`config.mk`:
```
export PLATFORM = sky130hd
export DESIGN_NAME = frame_write_scheduler_flat
export DESIGN_NICKNAME = d
export VERILOG_FILES = /design/src/rtl/frame_write_scheduler_if.sv /design/src/rtl/frame_write_scheduler.sv /design/src/flat_wrapper.sv
export SDC_FILE = /design/constraint.sdc
export NUM_CORES = 1
export LEC_CHECK = 0
export ABC_AREA = 1
export CORE_MARGIN = 2
export CORE_UTILIZATION = 38
export DETAILED_ROUTE_END_ITERATION = 10
export PLACE_DENSITY_LB_ADDON = 0.3
export SLEW_MARGIN = 20
export SYNTH_ARGS = -nofsm -noshare
export SYNTH_HDL_FRONTEND = slang
export SYNTH_SLANG_ARGS = --single-unit
```
`constraint.sdc`:
```
create_clock -name clk -period 1.3 [get_ports clk]
set_input_delay 0.195 -clock clk [delete_from_list [all_inputs] [get_ports clk]]
set_output_delay 0.195 -clock clk [all_outputs]
set_load 0.005 [all_outputs]
```
`src/rtl/frame_write_scheduler_if.sv`:
```
`default_nettype none
// ============================================================================
// Module  : frame_write_scheduler_if
// Brief   : Stream input and shared band write bus of the frame write scheduler.
// Revision: 1.0 - initial release
// ============================================================================
interface frame_write_scheduler_if #(
  parameter int NB_BANDS     = 2,
  parameter int W_DATA_WIDTH = 128,
  parameter int ADDR_W       = 10
);
  logic                    in_valid;
  logic                    in_ready;
  logic [W_DATA_WIDTH-1:0] in_data;
  logic                    in_sof;
  logic [ADDR_W-1:0]       w_addr_input;
  logic [W_DATA_WIDTH-1:0] w_data;
  logic [NB_BANDS-1:0]     write;
  logic                    new_frame;

  // master: the scheduler, which drives the band write bus and accepts the stream
  modport master (
    input  in_valid, in_data, in_sof,
    output in_ready, w_addr_input, w_data, write, new_frame
  );

  modport slave (
    output in_valid, in_data, in_sof,
    input  in_ready, w_addr_input, w_data, write, new_frame
  );
endinterface
`default_nettype wire

```
`src/rtl/frame_write_scheduler.sv`:
```
`default_nettype none
// ============================================================================
// Module  : frame_write_scheduler
// Brief   : Loads a band-major frame into all band back buffers, then swaps
//           every band together on the next turn_tick rising edge.
// Revision: 1.0 - initial release
// ============================================================================
module frame_write_scheduler #(
  parameter int NB_BANDS      = 2,
  parameter int BIT_PER_COLOR = 8,
  parameter int NB_LED_COLUMN = 32,
  parameter int NB_ANGLES     = 128,
  parameter int W_DATA_WIDTH  = 128
) (
  input  logic                    clk,
  input  logic                    rst,
  frame_write_scheduler_if.master bus,
  input  logic                    turn_tick,
  input  logic                    err_clr,
  output logic                    frame_pending,
  output logic                    frame_error,
  output logic [15:0]             frame_count
);
  localparam int HALF_WORDS = 3 * BIT_PER_COLOR * NB_LED_COLUMN * NB_ANGLES / W_DATA_WIDTH;
  localparam int ADDR_W     = $clog2(HALF_WORDS);
  localparam int BAND_W     = (NB_BANDS > 1) ? $clog2(NB_BANDS) : 1;

  localparam logic [ADDR_W-1:0]   c_LAST_ADDR = ADDR_W'(HALF_WORDS - 1);
  localparam logic [BAND_W-1:0]   c_LAST_BAND = BAND_W'(NB_BANDS - 1);
  localparam logic [NB_BANDS-1:0] c_BAND0     = NB_BANDS'(1);

  typedef enum logic [1:0] {
    IDLE      = 2'd0,
    LOAD      = 2'd1,
    WAIT_TICK = 2'd2
  } state_t;

  state_t              r_state;
  logic [ADDR_W-1:0]   r_addr;
  logic [BAND_W-1:0]   r_band;
  logic                r_tick_d;
  logic                w_accept;
  logic                w_tick_edge;
  logic                w_last;
  logic [NB_BANDS-1:0] w_band_onehot;

  always_comb begin
    w_accept    = bus.in_valid & bus.in_ready;
    w_tick_edge = turn_tick & ~r_tick_d;
    w_last      = (r_band == c_LAST_BAND) && (r_addr == c_LAST_ADDR);
    w_band_onehot = '0;
    for (int b = 0; b < NB_BANDS; b++) begin
      w_band_onehot[b] = (r_band == BAND_W'(b));
    end
  end

  always_ff @(posedge clk) begin
    if (rst) begin
      r_state          <= IDLE;
      r_addr           <= '0;
      r_band           <= '0;
      r_tick_d         <= turn_tick;
      bus.in_ready     <= 1'b0;
      bus.write        <= '0;
      bus.w_addr_input <= '0;
      bus.w_data       <= '0;
      bus.new_frame    <= 1'b0;
      frame_pending    <= 1'b0;
      frame_error      <= 1'b0;
      frame_count      <= '0;
    end else begin
      r_tick_d      <= turn_tick;
      bus.write     <= '0;
      bus.new_frame <= 1'b0;
      if (err_clr) begin
        frame_error <= 1'b0;
      end

      // A start-of-frame word always lands at band 0 / addr 0, in IDLE or mid-load.
      if (w_accept && (bus.in_sof || (r_state == LOAD))) begin
        bus.w_data <= bus.in_data;
        if (bus.in_sof) begin
          bus.write        <= c_BAND0;
          bus.w_addr_input <= '0;
        end else begin
          bus.write        <= w_band_onehot;
          bus.w_addr_input <= r_addr;
        end
      end

      case (r_state)
        IDLE: begin
          // Also re-opens the stream one cycle after the swap pulse.
          bus.in_ready <= 1'b1;
          if (w_accept && bus.in_sof) begin
            r_state <= LOAD;
            r_addr  <= ADDR_W'(1);
            r_band  <= '0;
          end
        end
        LOAD: begin
          if (w_accept) begin
            if (bus.in_sof) begin
              frame_error <= 1'b1;
              r_addr      <= ADDR_W'(1);
              r_band      <= '0;
            end else if (w_last) begin
              r_state       <= WAIT_TICK;
              bus.in_ready  <= 1'b0;
              frame_pending <= 1'b1;
              r_addr        <= '0;
              r_band        <= '0;
            end else if (r_addr == c_LAST_ADDR) begin
              r_addr <= '0;
              r_band <= r_band + BAND_W'(1);
            end else begin
              r_addr <= r_addr + ADDR_W'(1);
            end
          end
        end
        WAIT_TICK: begin
          // Edges coinciding with the last handshake were seen in LOAD and are dropped.
          if (w_tick_edge) begin
            bus.new_frame <= 1'b1;
            frame_count   <= frame_count + 16'd1;
            frame_pending <= 1'b0;
            r_state       <= IDLE;
          end
        end
        default: begin
          r_state      <= IDLE;
          bus.in_ready <= 1'b0;
        end
      endcase
    end
  end
endmodule
`default_nettype wire

```
`src/flat_wrapper.sv`:
```
// flat-port wrapper written by rule: the top's interface ports become plain ports
module frame_write_scheduler_flat 
#(
  parameter int NB_BANDS      = 2,
  parameter int BIT_PER_COLOR = 8,
  parameter int NB_LED_COLUMN = 32,
  parameter int NB_ANGLES     = 128,
  parameter int W_DATA_WIDTH  = 128
)
  (clk, rst, turn_tick, err_clr, frame_pending, frame_error, frame_count, bus_in_valid, bus_in_data, bus_in_sof, bus_in_ready, bus_w_addr_input, bus_w_data, bus_write, bus_new_frame);
  frame_write_scheduler_if #(.NB_BANDS(NB_BANDS), .W_DATA_WIDTH(W_DATA_WIDTH), .ADDR_W((10))) bus_i ();
  input  logic clk;
  input  logic rst;
  input  logic turn_tick;
  input  logic err_clr;
  output logic frame_pending;
  output logic frame_error;
  output logic [15:0] frame_count;
  input wire logic [$bits(bus_i.in_valid)-1:0] bus_in_valid;
  input wire logic [$bits(bus_i.in_data)-1:0] bus_in_data;
  input wire logic [$bits(bus_i.in_sof)-1:0] bus_in_sof;
  output wire logic [$bits(bus_i.in_ready)-1:0] bus_in_ready;
  output wire logic [$bits(bus_i.w_addr_input)-1:0] bus_w_addr_input;
  output wire logic [$bits(bus_i.w_data)-1:0] bus_w_data;
  output wire logic [$bits(bus_i.write)-1:0] bus_write;
  output wire logic [$bits(bus_i.new_frame)-1:0] bus_new_frame;
  assign bus_i.in_valid = bus_in_valid;
  assign bus_i.in_data = bus_in_data;
  assign bus_i.in_sof = bus_in_sof;
  assign bus_in_ready = bus_i.in_ready;
  assign bus_w_addr_input = bus_i.w_addr_input;
  assign bus_w_data = bus_i.w_data;
  assign bus_write = bus_i.write;
  assign bus_new_frame = bus_i.new_frame;
  frame_write_scheduler #(.NB_BANDS(NB_BANDS), .BIT_PER_COLOR(BIT_PER_COLOR), .NB_LED_COLUMN(NB_LED_COLUMN), .NB_ANGLES(NB_ANGLES), .W_DATA_WIDTH(W_DATA_WIDTH)) u_core (.clk(clk), .rst(rst), .bus(bus_i), .turn_tick(turn_tick), .err_clr(err_clr), .frame_pending(frame_pending), .frame_error(frame_error), .frame_count(frame_count));
endmodule
```
* Word level (Yosys, flattened, before mapping)
Cells that the tools add are included.
** Cells by class
- Add/sub/neg operators :: 3
- $mul :: 0
- Div/mod/pow operators :: 0
- $lt $le $gt $ge :: 0
- Eq/ne operators :: 9
- Shift-type cells :: 0
- Muxes and demuxes :: 34
- Bitwise logic cells :: 6
- Reduce and logical (&&, ||, !) cells :: 16
** Operators by type and width (number)
- 10-bit two-way mux :: 6
- 10-bit case mux with 2 select lines :: 1
- 1-bit two-way mux :: 18
- 16-bit by 1-bit adder with 16-bit output (second input constant) :: 1
- 10-bit by 1-bit adder with 10-bit output (second input constant) :: 1
- 10-bit == test (second input constant) :: 1
- 2-bit two-way mux :: 5
- 5-bit AND reduction :: 2
- 2-bit by 1-bit != test with 1-bit output (second input constant) :: 4
- 4-bit AND reduction :: 2
- 2-bit case mux with 3 select lines :: 1
- 4-bit by 3-bit != test with 1-bit output (second input constant) :: 1
- 1-bit NOT :: 4
- 1-bit case mux with 2 select lines :: 2
- 2-bit nonzero test :: 2
- 2-bit OR reduction :: 2
- 1-bit logical AND :: 3
- 1-bit case mux with 3 select lines :: 1
- 3-bit AND reduction :: 1
- 3-bit OR reduction :: 1
- 1-bit bitwise AND :: 2
- 2-bit by 1-bit == test with 1-bit output (second input constant) :: 1
- 2-bit == test (second input constant) :: 1
- 2-bit logical NOT :: 1
- other kinds (4) :: 4
** Word-level totals
- Flip-flop bits (word level) :: 174
- Latch bits :: 0
- Bits in writable memories :: 0
- ROM bits :: 0
- Input bits :: 134
- Output and inout bits :: 160
- Logic and storage cells :: 81
- Memories kept :: 0

* Longest topological paths before layout
- Depth in word-level cells :: 6
- Mapped depth :: 10
- Gate-level depth less buffers :: 10

* Least setup slack after synthesis
No wires, ideal clock.
- Path kind :: reg2reg
- Start point :: reg u_core.r_addr[0]
- End point :: reg u_core.r_addr[3]
- Library setup time :: 0.120 ns
- Arrival time :: 1.166 ns
- Required time :: 1.180 ns
- Path slack :: 0.014 ns
- Cell stages (with the launch flop) :: 9
- Buffers on the path :: 0
- Clock period less this slack :: 1.286 ns
- Cells stage by stage :: dfxtp_1 ha_1 nand3_1 nor2_1 nand2_1 nand2_1 nand2_1 nand2_1 nor2_1
** Between the ends
- Word-level cells in the longest chain between the ends :: 6
- Elaborated cells on any way between the ends :: 8
- Those cells by class :: 1 x add/sub; 1 x eq/ne; 5 x mux; 1 x reduce/logical
** RTL lines
- from (decl) :: line frame_write_scheduler.sv:39 : logic [ADDR_W-1:0] r_addr;
- from (signal assigned) :: line frame_write_scheduler.sv:117 : r_addr <= r_addr + ADDR_W'(1);
- 10-bit by 1-bit adder with 10-bit output or 10-bit == test (tied branches) :: line frame_write_scheduler.sv:117, frame_write_scheduler.sv:50, frame_write_scheduler.sv:113
- 10-bit two-way mux or 1-bit logical AND (tied branches) :: line frame_write_scheduler.sv:113, frame_write_scheduler.sv:50
- 10-bit two-way mux (*) :: line frame_write_scheduler.sv:107 : end else if (w_last) begin
- 10-bit two-way mux (*) :: line frame_write_scheduler.sv:103 : if (bus.in_sof) begin
- 10-bit two-way mux (*) :: line frame_write_scheduler.sv:102 : if (w_accept) begin
- 10-bit case mux with 2 select lines (*) :: line frame_write_scheduler.sv:91 : case (r_state)
Every way passes the cells marked *; elsewhere a longest branch is shown, timed or not. The select of a mux whose other input is x is not followed.
A chain may end at the register's enable or synchronous reset.

* Worst setup path in the final report
- Start point :: reg u_core.r_state[0]
- End point :: reg u_core.bus.w_data[123]
** Between the ends
- Word-level cells in the longest chain between the ends :: 3
** RTL lines
- from (decl) :: line frame_write_scheduler.sv:38 : state_t r_state;
- from (signal assigned) :: line frame_write_scheduler.sv:59 : r_state <= IDLE;
- from (signal assigned) :: line frame_write_scheduler.sv:96 : r_state <= LOAD;
- from (signal assigned) :: line frame_write_scheduler.sv:108 : r_state <= WAIT_TICK;
- 2-bit by 1-bit == test with 1-bit output :: line frame_write_scheduler.sv:80 : if (w_accept && (bus.in_sof || (r_state == LOAD))) begin
- 1-bit logical OR :: line frame_write_scheduler.sv:80
- 1-bit logical AND :: line frame_write_scheduler.sv:80
- to (signal assigned) :: line frame_write_scheduler.sv:81 : bus.w_data <= bus.in_data;
- to (decl) :: line frame_write_scheduler_if.sv:24 : output in_ready, w_addr_input, w_data, write, new_frame
No other way between the ends.

==> flow_summary.toml <==
[outcome]
run_status = "complete, but fails checks"
violations = "negative setup slack"

[final_layout]
design_area_um2 = 11900
diodes = 0
layout-drive-gt1-share = 0.283
layout.cells.non_filler = 1488
fillers = 1351
finalNetCount = 1387
area.growth.synth_to_final_pct = 77.0
utilization = 0.690

[sta]
fin_hold_ws_ns = 0.257
hold_violations = 0
period_minus_slack_ns = 1.41
finalCritPeriodShare = 1.09
finalClockSkew_ns = 0.00983
setup_viol = 128
fin_ws_ns = -0.111
fmax_ghz = 0.709
grt_setup_unrepaired = "true"
worst_pin_slew_ns = 0.436
slew_headroom = 0.709
slew_viol_final = 0
setup-tns-final_ns = -4.53

[placed_design]
dpl_worst_slack_ns = -0.431
place_congestion = 0.886
dpl-instance-area_um2 = 10200
placed_cells = 1426
dp_hpwl_um = 15400
port_buffers = 293

[synth]
synth_xor_area_frac = 0.00260
synth_area_um2 = 6750
syn_inst = 890
synth_fa_ha_area_frac = 0.00371
ys_ff_latch = 174
synthesis.nets = 1026
yosysTopAreaCell = "dfxtp_1"
synth_mux_area_frac = 0
ys_warn_count = 0
yosys.cell_types.count = 30
syn_avg_cell_area_um2 = 7.58
synth-simple-area-share = 0.263
synthTopCellsByArea = "dfxtp_1, nor2_1, o21ai_1"
synth_top_family_by_area = "simple AND/OR/NAND/NOR gates"
synth_compound_area_frac = 0.133
ys_seq_area_frac = 0.516
synth_top_area_share = 0.516

[worst_setup_path]
worstPathMaxFanout = 7
crit_arrival_ns = 1.75
crit_chain = "nand2_2, inv_2, nand2_4, nand2_8, buf_12, buf_8, o21ai_1, nor2_1"
crit_slowest_cell = "dfxtp_4"
end_kind = "flip-flop"
r2r-start = "u_core.r_state[0]"
crit_type = "flip-flop to flip-flop"
startpoint_type = "flip-flop"
cpPeakStageDelay_ns = 0.38
worstPathRequired_ns = 1.64
r2r_slack_ns = -0.11
reg2reg_to = "u_core.bus.w_data[123]"
r2r_cells = 8

[clocking]
cts_buffers = 17
hold_buffers = 0
clk_latency_ns = 0.42
cts.clk_slew.worst_paths_ns = 0.06
cts_num_sinks = 174
clockBufferDepth = 2
cts_root_buf = "clkbuf_16"
cts_max_level = 4
cts_tree = "yes"

[drt]
totalWireLength_um = 25500
vias = 7368
first_pass_iters = 5
ant_nets = 0
drt_iter0_drc = 313
vias_per_cell = 4.95
wl_per_cell_um = 17.1
drc = 0

[power]
p_leak_nw = 5.42
vdd_drop_max_mv = 0.855
power_mw = 12.8
cellPowerDensity_nw_per_um2 = 1070

[floorplan]
initial_utilization = 0.390
ios = 294
fp.dieH_um = 137
die-area_um2 = 18800
die_x_um = 137
core_um2 = 17300
rows = 48

[min_path]
min_path_cells = 1
hp-class = "input port to flip-flop"
hp-start = "turn_tick"
min_to = "u_core.r_tick_d"

[global_routing]
antenna_found_initial = 0
grt_pass1_wl_um = 33900
grt_max_degree = 36
grt_pass1_vias = 6618
grt_overflow = 0
grt_usage = 0.232

[run]
maxCapViolations = 0
-- critical path, delay by kind of cell, from the launching register on --
family	cells	cell delay (ns)
AND/OR/NAND/NOR	4	0.48
flip-flops	1	0.38
buffers and inverters	3	0.40
AO/OA/AOI/OAI	1	0.07
-- registers in the layout (all words and copies together), names as in the netlist, 2 cells and up --
name	cells
u_core.bus.w_addr_input	10
u_core.bus.w_data	128
u_core.bus.write	2
u_core.frame_count	16
u_core.r_addr	10
u_core.r_state	2
-- repair_timing --
item / in CTS / in global routing
setup endpoints to repair: 288 / 177
resized for setup: 279 / 214
gates cloned: 4 / 16
pin swaps: 5 / 15
setup buffers: 6 / 5
endpoints found under the hold margin: 0 / 0
-- Yosys cell counts (all sizes together) --
cell    count
a21oi      34
a22o        1
a31oi       2
and3        1
buf        34
clkbuf     17
dfxtp     174
ha          2
inv        38
nand2     107
nand3      23
nand3b      1
nand4       4
nor2      302
nor3        8
o21a        1
o21ai     139
xor2        2
-- area by class of cell --
| type | instances | area, um^2 | share of cell area |
|---|---|---|---|
| inverters | 38 | 163 | 0.0136 |
| repair inverters | 1 | 8.76 | 0.000734 |
| flip-flops and latches | 174 | 3550 | 0.297 |
| multi-input cells | 628 | 3430 | 0.288 |
| repair buffers | 391 | 3970 | 0.332 |
| well taps | 225 | 282 | 0.0236 |
| clock inverters | 9 | 86.3 | 0.00723 |
| clock buffers | 22 | 454 | 0.0380 |
-- worst max-delay path by stage --
stage | startpoint | to | slack [ns] | depth (start not counted)
global route | u_core.r_state[1] | u_core.bus.w_data[123] | -0.17 | 9
floorplan | u_core.r_addr[0] | u_core.r_addr[3] | 0.01 | 8
detailed placement | bus_in_valid | u_core.bus.w_data[114] | -0.43 | 9
CTS | u_core.r_state[1] | u_core.frame_count[9] | -0.07 | 9
global placement | bus_in_valid | u_core.bus.w_data[13] | -0.36 | 9
finish | u_core.r_state[0] | u_core.bus.w_data[123] | -0.11 | 8
-- cells in the final DEF, fill, tap and decap left out, types with 4 or more instances in the layout --
master / instances
a21oi_1: 31
buf_12: 13
buf_16: 5
buf_2: 4
buf_4: 57
buf_6: 6
buf_8: 6
clkbuf_1: 4
clkbuf_16: 28
clkbuf_2: 5
clkdlybuf4s15_1: 6
clkdlybuf4s50_1: 133
clkinv_2: 4
dfxtp_1: 138
dfxtp_2: 28
dfxtp_4: 8
dlygate4sd2_1: 145
inv_1: 31
inv_2: 4
nand2_1: 89
nand2_2: 10
nand2_4: 7
nand3_1: 18
nand3_2: 4
nand4_1: 4
nor2_1: 257
nor2_2: 38
nor2_4: 7
nor3_1: 4
o21ai_0: 12
o21ai_1: 25
o21ai_2: 97
o21ai_4: 5
-- logic make-up (layout without fill, tap and decap cells) --
family | Yosys count | in the layout
adder cells (fa/ha/maj) | 2 | 2
flip-flops | 174 | 174
AND/OR/NAND/NOR | 446 | 447
buffers and inverters | 89 | 461
XOR/XNOR | 2 | 2
AO/OA/AOI/OAI | 177 | 177
-- routing by layer --
metal / GRT usage / part of all wire
met5: 0 / 0
met4: 0.0836 / 0.031
met3: 0.0806 / 0.080
met2: 0.404 / 0.51
met1: 0.263 / 0.38
-- where the power goes --
part	switching, mW	leakage, nW	internal (mW)
Sequential	0.194	1.44	5.62
Clock	2.10	0.261	2.68
Combinational	0.980	3.72	1.20
Note: power is estimated with default switching activity, not from simulation.
